<file path="config.mk">
export PLATFORM = sky130hd
export DESIGN_NAME = wash_ctrl
export DESIGN_NICKNAME = d
export VERILOG_FILES = /design/src/rtl/wash_pkg.sv /design/src/rtl/wash_ctrl_bcd_down3.sv /design/src/rtl/wash_ctrl.sv
export SDC_FILE = /design/constraint.sdc
export NUM_CORES = 1
export LEC_CHECK = 0
export CORE_MARGIN = 1
export CORE_UTILIZATION = 41
export CTS_BUF_LIST = sky130_fd_sc_hd__clkbuf_2 sky130_fd_sc_hd__clkbuf_4 sky130_fd_sc_hd__clkbuf_8
export CTS_CLUSTER_DIAMETER = 200
export DETAILED_ROUTE_END_ITERATION = 10
export PLACE_DENSITY = 0.67
export SETUP_SLACK_MARGIN = 0.4
export SYNTH_ARGS = -nofsm -noshare
export SYNTH_HDL_FRONTEND = slang
export SYNTH_SLANG_ARGS = --single-unit
</file>
<file path="constraint.sdc">
create_clock -name clk -period 7.44 [get_ports clk]
set_input_delay 1.116 -clock clk [delete_from_list [all_inputs] [get_ports clk]]
set_output_delay 1.116 -clock clk [all_outputs]
set_load 0.03 [all_outputs]
</file>
<file path="src/rtl/wash_pkg.sv">
// Shared types and programme tables for the wash controller.
// Durations, costs and totals are indexed directly by the 2-bit mode.
package wash_pkg;

   typedef enum logic [2:0] {
      IDLE  = 3'd0,
      WASH  = 3'd1,
      RINSE = 3'd2,
      SPIN  = 3'd3,
      PAUSE = 3'd4,
      DONE  = 3'd5
   } state_t;

   localparam logic [6:0]  WASH_SEC  [4] = '{7'd20, 7'd40, 7'd60, 7'd0};
   localparam logic [6:0]  RINSE_SEC [4] = '{7'd10, 7'd20, 7'd30, 7'd0};
   localparam logic [6:0]  SPIN_SEC  [4] = '{7'd10, 7'd20, 7'd30, 7'd30};
   localparam logic [2:0]  COST      [4] = '{3'd2, 3'd4, 3'd6, 3'd1};
   localparam logic [11:0] TOTAL_BCD [4] = '{12'h040, 12'h080, 12'h120, 12'h030};

   function automatic logic [6:0] phase_sec(state_t st, logic [1:0] m);
      logic [6:0] sec;
      case (st)
         WASH:    sec = WASH_SEC[m];
         RINSE:   sec = RINSE_SEC[m];
         SPIN:    sec = SPIN_SEC[m];
         default: sec = 7'd0;
      endcase
      return sec;
   endfunction

   // Phases with zero duration are skipped; IDLE yields the first phase.
   function automatic state_t next_phase(state_t cur, logic [1:0] m);
      state_t nx;
      logic has_w, has_r, has_s;
      has_w = (WASH_SEC[m]  != 7'd0);
      has_r = (RINSE_SEC[m] != 7'd0);
      has_s = (SPIN_SEC[m]  != 7'd0);
      case (cur)
         IDLE:    nx = has_w ? WASH : (has_r ? RINSE : (has_s ? SPIN : DONE));
         WASH:    nx = has_r ? RINSE : (has_s ? SPIN : DONE);
         RINSE:   nx = has_s ? SPIN : DONE;
         default: nx = DONE;
      endcase
      return nx;
   endfunction

   function automatic logic [2:0] phase_lamp(state_t st);
      logic [2:0] lamp;
      case (st)
         WASH:    lamp = 3'b001;
         RINSE:   lamp = 3'b010;
         SPIN:    lamp = 3'b100;
         default: lamp = 3'b000;
      endcase
      return lamp;
   endfunction

endpackage

</file>
<file path="src/rtl/wash_ctrl_bcd_down3.sv">
// Three-digit BCD down-counter with load, decrement enable and zero flag.
// The count never wraps below 000.
module bcd_down3 (
   input  logic        clk,
   input  logic        rst,
   input  logic        en,
   input  logic        load,
   input  logic [11:0] load_val,
   input  logic        dec,
   output logic [11:0] value,
   output logic        zero
);

   logic [11:0] value_r;

   function automatic logic [11:0] bcd_dec(logic [11:0] v);
      logic [3:0] d2, d1, d0;
      {d2, d1, d0} = v;
      if (d0 != 4'd0) begin
         d0 = d0 - 4'd1;
      end else begin
         d0 = 4'd9;
         if (d1 != 4'd0) begin
            d1 = d1 - 4'd1;
         end else begin
            d1 = 4'd9;
            d2 = d2 - 4'd1;
         end
      end
      return {d2, d1, d0};
   endfunction

   // Count register: reset, then load has priority over decrement.
   always_ff @(posedge clk) begin
      if (!rst) begin
         value_r <= 12'h000;
      end else if (en) begin
         if (load) begin
            value_r <= load_val;
         end else if (dec && (value_r != 12'h000)) begin
            value_r <= bcd_dec(value_r);
         end
      end
   end

   assign value = value_r;
   assign zero  = (value_r == 12'h000);

endmodule

</file>
<file path="src/rtl/wash_ctrl.sv">
// Wash programme sequencer: charges the mode cost, then runs WASH -> RINSE -> SPIN
// on a 1 s timebase with pause support, and exports remaining time as BCD.
module wash_ctrl
   import wash_pkg::*;
#(
   parameter int TICK_CYCLES = 100_000_000,
   parameter int DONE_HOLD   = 3
) (
   input  logic        clk,
   input  logic        rst,
   input  logic        on,
   input  logic        start,
   input  logic        pause,
   input  logic        is_on,
   input  logic [10:0] bal,
   input  logic [1:0]  mode,
   output logic [10:0] bal_out,
   output logic [11:0] rem_bcd,
   output logic [2:0]  phase_light,
   output logic        busy,
   output logic        paused,
   output logic        done,
   output logic        err
);

   localparam int TW = (TICK_CYCLES > 1) ? $clog2(TICK_CYCLES) : 1;

   state_t          state_r, state_nx_s, saved_r, saved_nx_s, phase_s;
   logic [1:0]      mode_r, mode_nx_s;
   logic [TW-1:0]   tick_r, tick_nx_s;
   logic [6:0]      sec_r, sec_nx_s;
   logic [7:0]      hold_r, hold_nx_s;
   logic [10:0]     bal_r, bal_nx_s;
   logic            err_r, err_nx_s;
   logic            busy_r, paused_r, done_r;
   logic [2:0]      lamp_r;
   logic            wrap_s, afford_s, load_s, dec_s, rem_zero_s;
   logic [11:0]     rem_s;

   // Next-state, counter and balance logic.
   always_comb begin
      state_nx_s = state_r;
      saved_nx_s = saved_r;
      mode_nx_s  = mode_r;
      tick_nx_s  = tick_r;
      sec_nx_s   = sec_r;
      hold_nx_s  = hold_r;
      bal_nx_s   = bal_r;
      err_nx_s   = err_r;
      load_s     = 1'b0;
      dec_s      = 1'b0;
      phase_s    = DONE;
      wrap_s     = (tick_r == TW'(TICK_CYCLES - 1));
      afford_s   = ($signed(bal) >= $signed({8'd0, COST[mode]}));
      case (state_r)
         IDLE: begin
            bal_nx_s = bal;
            if (start && is_on) begin
               if (afford_s) begin
                  phase_s    = next_phase(IDLE, mode);
                  state_nx_s = phase_s;
                  sec_nx_s   = phase_sec(phase_s, mode);
                  mode_nx_s  = mode;
                  bal_nx_s   = bal - {8'd0, COST[mode]};
                  err_nx_s   = 1'b0;
                  tick_nx_s  = {TW{1'b0}};
                  load_s     = 1'b1;
               end else begin
                  err_nx_s = 1'b1;
               end
            end else begin
               err_nx_s = err_r;
            end
         end
         WASH, RINSE, SPIN: begin
            tick_nx_s = wrap_s ? {TW{1'b0}} : tick_r + TW'(1);
            if (wrap_s) begin
               dec_s = 1'b1;
               if (sec_r <= 7'd1) begin
                  phase_s    = next_phase(state_r, mode_r);
                  state_nx_s = phase_s;
                  sec_nx_s   = phase_sec(phase_s, mode_r);
                  hold_nx_s  = 8'd0;
               end else begin
                  sec_nx_s = sec_r - 7'd1;
               end
            end else begin
               dec_s = 1'b0;
            end
            // The wrap decrement above lands first; pause then parks the resulting phase.
            if (pause && (state_nx_s != DONE)) begin
               saved_nx_s = state_nx_s;
               state_nx_s = PAUSE;
            end else begin
               saved_nx_s = saved_r;
            end
         end
         PAUSE: begin
            if (pause) begin
               state_nx_s = saved_r;
            end else begin
               state_nx_s = PAUSE;
            end
         end
         DONE: begin
            if (start) begin
               state_nx_s = IDLE;
               tick_nx_s  = {TW{1'b0}};
               hold_nx_s  = 8'd0;
            end else if (wrap_s) begin
               tick_nx_s = {TW{1'b0}};
               if (hold_r >= 8'(DONE_HOLD - 1)) begin
                  state_nx_s = IDLE;
                  hold_nx_s  = 8'd0;
               end else begin
                  hold_nx_s = hold_r + 8'd1;
               end
            end else begin
               tick_nx_s = tick_r + TW'(1);
            end
         end
         default: state_nx_s = IDLE;
      endcase
   end

   // State and registered outputs; on=0 freezes everything except reset.
   always_ff @(posedge clk) begin
      if (!rst) begin
         state_r  <= IDLE;
         saved_r  <= IDLE;
         mode_r   <= 2'd0;
         tick_r   <= {TW{1'b0}};
         sec_r    <= 7'd0;
         hold_r   <= 8'd0;
         bal_r    <= 11'd0;
         err_r    <= 1'b0;
         busy_r   <= 1'b0;
         paused_r <= 1'b0;
         done_r   <= 1'b0;
         lamp_r   <= 3'b000;
      end else if (on) begin
         state_r  <= state_nx_s;
         saved_r  <= saved_nx_s;
         mode_r   <= mode_nx_s;
         tick_r   <= tick_nx_s;
         sec_r    <= sec_nx_s;
         hold_r   <= hold_nx_s;
         bal_r    <= bal_nx_s;
         err_r    <= err_nx_s;
         busy_r   <= (state_nx_s inside {WASH, RINSE, SPIN, PAUSE});
         paused_r <= (state_nx_s == PAUSE);
         done_r   <= (state_nx_s == DONE);
         lamp_r   <= phase_lamp((state_nx_s == PAUSE) ? saved_nx_s : state_nx_s);
      end
   end

   bcd_down3 u_rem (
      .clk      (clk),
      .rst      (rst),
      .en       (on),
      .load     (load_s),
      .load_val (TOTAL_BCD[mode]),
      .dec      (dec_s && !rem_zero_s),
      .value    (rem_s),
      .zero     (rem_zero_s)
   );

   assign bal_out     = bal_r;
   assign rem_bcd     = rem_s;
   assign phase_light = lamp_r;
   assign busy        = busy_r;
   assign paused      = paused_r;
   assign done        = done_r;
   assign err         = err_r;

endmodule

</file>
==> results of run 1 <==
-- final cells by class --
| class | instances | area (sq um) | share of cell area |
|---|---|---|---|
| timing repair buffer | 49 | 488 | 0.0885 |
| clock buffer | 12 | 146 | 0.0266 |
| clock inverter | 4 | 45.0 | 0.00817 |
| multi-input combinational | 454 | 2950 | 0.535 |
| sequential | 80 | 1600 | 0.291 |
| inverter | 28 | 105 | 0.0191 |
| tap | 143 | 179 | 0.0325 |
-- placed cells by master (no fill, tap or decap), types with 4 or more instances in the layout --
| cell type | Yosys | final |
|---|---|---|
| or3_1 | 9 | 9 |
| o31ai_1 | 7 | 7 |
| mux2i_1 | 7 | 7 |
| nor2_1 | 85 | 85 |
| xnor2_1 | 19 | 19 |
| a211oi_1 | 26 | 26 |
| nand3_1 | 14 | 14 |
| nand4_1 | 11 | 11 |
| o211ai_1 | 9 | 9 |
| clkdlybuf4s50_1 | 0 | 48 |
| and3_1 | 4 | 4 |
| nor3_1 | 18 | 18 |
| a21o_1 | 6 | 6 |
| and4_1 | 5 | 5 |
| o21a_1 | 8 | 8 |
| nand2b_1 | 4 | 4 |
| xor2_1 | 10 | 10 |
| o21ai_0 | 21 | 21 |
| clkbuf_8 | 0 | 9 |
| or4_1 | 7 | 7 |
| inv_1 | 27 | 27 |
| and2_1 | 5 | 5 |
| nand2_1 | 38 | 38 |
| nand4b_1 | 5 | 5 |
| ha_1 | 23 | 23 |
| a21oi_1 | 40 | 40 |
| dfxtp_1 | 80 | 80 |
| o2111ai_1 | 5 | 5 |
| nor4_1 | 11 | 11 |
-- power by group through the flow --
stage / sequential [mW] / combinational [mW] / clock [mW]
3_3_place_gp: 0.463 / 0.165 / 0
2_1_floorplan: 0.475 / 0.102 / 0
4_1_cts: 0.454 / 0.168 / 0.330
6_report: 0.454 / 0.169 / 0.321
3_5_place_dp: 0.464 / 0.168 / 0
5_1_grt: 0.457 / 0.185 / 0.350
-- worst paths after layout --
path                     to  cells after the start
max reg2reg            busy                      7
min              bal_out[2]                      2
max          u_rem.value[4]                     12
min reg2reg      bal_out[2]                      2
-- routing by layer --
metal / share of wire / vias up / GRT usage
met1: 0.48 / 2075 / 0.281
li1: - / 2222 / -
met3: 0.047 / 11 / 0.0362
met2: 0.45 / 116 / 0.346
met5: 0 / - / 0
met4: 0.014 / 0 / 0.0829
-- worst register-to-register path, stage by stage, from the launching register on --
cell and delay [ps]:
dfxtp_1 370, nor4_2 490, o211a_1 280, nand4_1 260
a22o_1 320, a211oi_2 610, a21boi_0 190, o221a_1 260
-- logic make-up after synthesis --
kind of cell | synth area share
simple gates | 0.256
flops | 0.336
mux | 0.0171
fa+ha+maj | 0.0645
xor+xnor | 0.0533
buf+inv | 0.0462
compound gates | 0.227
-- sequential cells by signal (all words and copies together), names as in the netlist --
register / flops
bal_out: 11
busy: 1
done: 1
err: 1
hold_r: 8
mode_r: 2
paused: 1
phase_light: 3
saved_r: 3
sec_r: 7
state_r: 3
tick_r: 27
u_rem.value: 12
==> impl_results.md, run 1 <==
* Site Rows at 39
* Post-CTS Setup Bufs at 0
* Startpoint Class: input pin
* Syn Area/Cell at 8.11 sq um
* Final setup TNS at 0 ps
* Post-layout util at 0.485
* Layout area overhead at 15.6%
* # diodes at 0
* CP arrival at 5190 ps
* Die Wd at 110 um
* Core ar. at 0.0114 sq mm
* #FFs+latches synth at 80
* Min Tclk post-route at 4990 ps
* Worst-margin pin slew at 1210 ps
* Die area at 0.0121 sq mm
* Status: complete, no violations
* DP HPWL at 8720 um
* Largest delay share family, worst path: compound AO/OA/AOI/OAI gates
* Seq/Total Area, Yosys at 0.336
* Final period util at 0.671
* Internal power at 0.671 mW
* Synth cell count leaders: 85 x nor2_1, 80 x dfxtp_1, 40 x a21oi_1
* Setup-failing EPs final at 0
* HP Class: flop to flop
* # Max-Cap Violations at 0
* CTS buffer count at 9
* FF-to-FF setup slack at 4570 ps
* DIE HEIGHT at 110 um
* Slowest cell on crit path: clkdlybuf4s50_1
* Logic gate share of total power at 0.179
* Post-Route Skew at 10.3 ps
* Yosys top cell area share at 0.336
* DRC violations left at 0
* Worst setup EP type: flop
* Total power at 0.944 mW
* Maximum vdd drop at 0.000129 V
* Largest net degree at the start of global routing at 33
* Share of cells above drive strength 1 at 0.0574
* CP bufs+invs at 3
* FMAX at 200 MHz
* Initial DRC count at 319
* Post-CTS Hold Buffers at 0
* Avg WL per Cell at 15.7 um
* Vias in the first global route at 4152
* Leakage power at 1.91 nW
* Vias at 4424
* Reg clk slew, reported paths at 80 ps
* Nets at 665
* Final hold violation count at 0
* DR vias/cell at 5.75
* Seq pwr share at 0.481
* Sw Share at 0.290
* Initial antenna violation count at 0
* Yosys warns at 0
* Crit Path Class: input pin to flop
* Top cell type by total area after synthesis: dfxtp_1
* Cells after Synth at 588
* Hold Startpoint: bal_out[2]
* Max FO, Critical Path at 16
* Resized cells post-CTS at 0
* I/O Pins at 49
* Final weighted congestion in routability-driven placement at 0.832
* TritonCTS clock tree: done
* # port buffers at 48
* Slowest stage delay, CP at 620 ps
* RSZ-0062 raised after global routing: false
* Largest cells by area after synthesis: dfxtp_1 34%, nor2_1 6.7%, ha_1 6.0%
* Max transition margin at 0.188
* Post-synthesis cell area at 0.00477 sq mm
* Switching power at 0.274 mW
* GRT Resource Usage Total at 0.214
* CTS Sinks at 80
* Final max-slew violation count at 0
* Final instance area at 0.00551 sq mm
* Initial Utilization at 0.420
* Area after DPL at 0.00532 sq mm
* Placed Instances at 754
* Critical Path RT at 7640 ps
* Most frequent cell after synthesis: nor2_1
* Worst skew pair latency at 360 ps
* Share of flip-flops with an asynchronous set or reset at 0
* Global-route wire length before repair at 20000 um
* Root buf cell: clkbuf_8
* Ys flop type: dfxtp_1
* Depth of the CTS H-tree at 3
* Fin cells at 770
* Grt ovf at 0
* Clk pwr share at 0.340
* Number of flops mapped to enable cells by yosys at 0
* Routed WL at 12100 um
* Max Root-Sink Buffers at 2
* DR pass1 iterations at 5
* Routed Antenna Nets at 0
* Worst hold margin at 469 ps
* Post-route worst setup slack at 2450 ps
* Post-synth cell types at 74
* # fillers at 1117
* Worst-path cell chain: clkdlybuf4s50_1 -> inv_1 -> ha_1 -> inv_1 -> ha_1 -> a311o_1 -> or3_4 -> o31ai_4 -> nor2_1 -> o22ai_2 -> mux2i_1 -> a21oi_1
* RR Startpoint: sec_r[2]
* Mapped Nets at 631
* Setup crit start: mode[1]
* Post-Place Setup Slack at 2110 ps
* PwrDens at 171 mW/mm^2
No activity file was read; power rests on OpenSTA's default activity.
==> run 2, diff against run 1 <==
--- a/config.mk
+++ b/config.mk
@@ -10,7 +10,7 @@
 export CTS_BUF_LIST = sky130_fd_sc_hd__clkbuf_2 sky130_fd_sc_hd__clkbuf_4 sky130_fd_sc_hd__clkbuf_8
 export CTS_CLUSTER_DIAMETER = 200
 export DETAILED_ROUTE_END_ITERATION = 10
-export PLACE_DENSITY = 0.67
+export PLACE_DENSITY = 0.69
 export SETUP_SLACK_MARGIN = 0.4
 export SYNTH_ARGS = -nofsm -noshare
 export SYNTH_HDL_FRONTEND = slang
==> constraint.sdc (replaced) <==
create_clock -name clk -period 4.47 [get_ports clk]
set_input_delay 0.6705 -clock clk [delete_from_list [all_inputs] [get_ports clk]]
set_output_delay 0.6705 -clock clk [all_outputs]
set_load 0.03 [all_outputs]
==> impl_results.md, run 2 (synthesis results as in run 1) <==
* Die area at 0.0121 sq mm (unchanged)
* # diodes at 0 (unchanged)
* Initial DRC count at 495 (+55%)
* DRC violations left at 0 (unchanged)
* I/O Pins at 49 (unchanged)
* Reg clk slew, reported paths at 80 ps (about the same)
* Placed Instances at 763 (+1.2%)
* Min Tclk post-route at 3790 ps
* Global routing's busiest layer: met2
* Routed Antenna Nets at 0 (unchanged)
* Initial antenna violation count at 0 (unchanged)
* Worst r2r path cells at 8 (+1)
* RR Startpoint: state_r[2]
* M1 GR Usage at 0.276 (-0.00501)
* Internal power at 1.20 mW (+78%)
* Worst skew pair latency at 360 ps (about the same)
* DIE HEIGHT at 110 um (unchanged)
* FF-to-FF setup slack at 1600 ps (-2970 ps)
* Max FO, Critical Path at 10 (-6)
* Routed WL at 12000 um (-0.46%)
* CTS Sinks at 80 (unchanged)
* FMAX at 264 MHz
* Fin cells at 779 (+1.2%)
* Max FFs per register at 27 (unchanged)
* Max Root-Sink Buffers at 2 (unchanged)
* Worst-margin pin slew at 1080 ps (-132 ps)
* Final setup TNS at 0 ps (unchanged)
* Most flop-heavy register: tick_r
* Post-Route Skew at 8.61 ps (-1.67 ps)
* Avg WL per Cell at 15.4 um (-1.6%)
* Largest net degree at the start of global routing at 33 (unchanged)
* Logic gate share of total power at 0.174 (-0.005)
* Site Rows at 39 (unchanged)
* Commonest non-fill, non-tap cell in the layout: nor2_1
* Vias in the first global route at 4115 (-0.89%)
* DR vias/cell at 5.71 (-0.57%)
* Seq pwr share at 0.456 (-0.025)
* Post-CTS Setup Bufs at 0 (unchanged)
* Sw Share at 0.278 (-0.0120)
* Worst reg2reg path endpoint: phase_light[2]
* # port buffers at 48 (unchanged)
* Grt ovf at 0 (unchanged)
* Maximum vdd drop at 0.000141 V (+9.6%)
* Initial Utilization at 0.420 (unchanged)
* Final period util at 0.847
* Hold Startpoint: bal_out[2]
* Depth of the CTS H-tree at 3 (unchanged)
* Final weighted congestion in routability-driven placement at 0.894 (+7.5%)
* Final max-slew violation count at 0 (unchanged)
* DP HPWL at 8650 um (-0.85%)
* Footprint of the multi-input gates at 0.00296 sq mm (+0.47%)
* Max transition margin at 0.273 (+0.0845)
* GRT Resource Usage Total at 0.208 (-0.00523)
* Switching power at 0.460 mW (+68%)
* # Max-Cap Violations at 0 (unchanged)
* Nets at 674 (+1.4%)
* Global-route wire length before repair at 19800 um (-1.0%)
* Crit Path Class: input pin to flop
* Clk pwr share at 0.370 (+0.030)
* TritonCTS clock tree: done
* Setup-failing EPs final at 0 (unchanged)
* CP arrival at 4040 ps (-1150 ps)
* Worst setup EP type: flop
* Startpoint Class: input pin
* Layout area overhead at 18.0%
* PwrDens at 294 mW/mm^2 (+72%)
* DR pass1 iterations at 5 (unchanged)
* CTS buffer count at 9 (unchanged)
* Vias at 4450 (+0.59%)
* Leakage power at 1.97 nW (+3.0%)
* Status: complete, no violations
* Met2 Use GR at 0.341 (-0.00536)
* Share of cells above drive strength 1 at 0.0723 (+0.0149)
* Worst hold path depth at 2 (unchanged)
* Root buf cell: clkbuf_8
* FF/Latch Area at 0.00160 sq mm (unchanged)
* HP Class: flop to flop
* Total power at 1.66 mW (+75%)
* Commonest non-fill, non-tap cells in the layout: 85 x nor2_1, 80 x dfxtp_1, 48 x clkdlybuf4s50_1
* Final hold violation count at 0 (unchanged)
* Critical Path RT at 4730 ps (-2910 ps)
* Core ar. at 0.0114 sq mm (unchanged)
* # fillers at 1087 (-2.7%)
* Hold EP: bal_out[2]
* Die Wd at 110 um (unchanged)
* Grt met3 use at 0.0409 (+0.00474)
* RSZ-0062 raised after global routing: false
## run 2: how the worst max path moves through the flow
stage / start / end / slack [ps] / cells past startpoint
finish: mode[0] / u_rem.value[7] / 680 / 13
floorplan: mode[0] / busy / 1080 / 12
CTS: mode[0] / tick_r[17] / 600 / 12
global route: mode[0] / u_rem.value[6] / 480 / 13
detailed placement: mode[0] / tick_r[17] / 220 / 12
global placement: mode[0] / tick_r[13] / 380 / 12
## run 2: metal layers
layer,vias up,part of all wire
met5,-,0
met4,0,0.011
met3,11,0.052
met2,135,0.47
met1,2064,0.47
li1,2240,-
## run 2: cell type report
| class | instances | area share |
|---|---|---|
| clock buffers | 13 | 0.0285 |
| clock inverters | 3 | 0.0116 |
| inverters | 28 | 0.0187 |
| multi-input cells | 454 | 0.526 |
| flip-flops and latches | 80 | 0.285 |
| well taps | 143 | 0.0318 |
| repair buffers | 58 | 0.0987 |
## run 2: through the flow
step                cell area, sq um  setup slack (ps)   util  hold WS, ps
CTS                             5610               596  0.494          473
global placement                5390               379  0.474          448
finish                          5630               685  0.495          474
floorplan                       4770              1080      -          441
global route                    5630               484  0.495          504
detailed placement              5390               222  0.474          462
## run 2: worst max-delay path, cell delays in order
cell and delay [ps]:
clkdlybuf4s50_1 490, inv_1 100, ha_1 290, inv_1 50
ha_1 330, a311o_1 380, or3_4 390, o31ai_4 350
nor2_1 130, o22ai_2 420, buf_4 220, a21oi_1 50
o21a_1 180
## run 2: power groups by stage
stage	Combinational [mW]	Sequential, mW	Clock [mW]
2_1_floorplan	0.170	0.791	0
3_3_place_gp	0.280	0.771	0
3_5_place_dp	0.284	0.772	0
4_1_cts	0.286	0.755	0.625
5_1_grt	0.315	0.760	0.667
6_report	0.288	0.756	0.612
## run 2: repair_timing
item | CTS | global route
setup endpoints to repair | 0 | 6
hold buffers | 0 | 0
gates resized for setup | 0 | 2
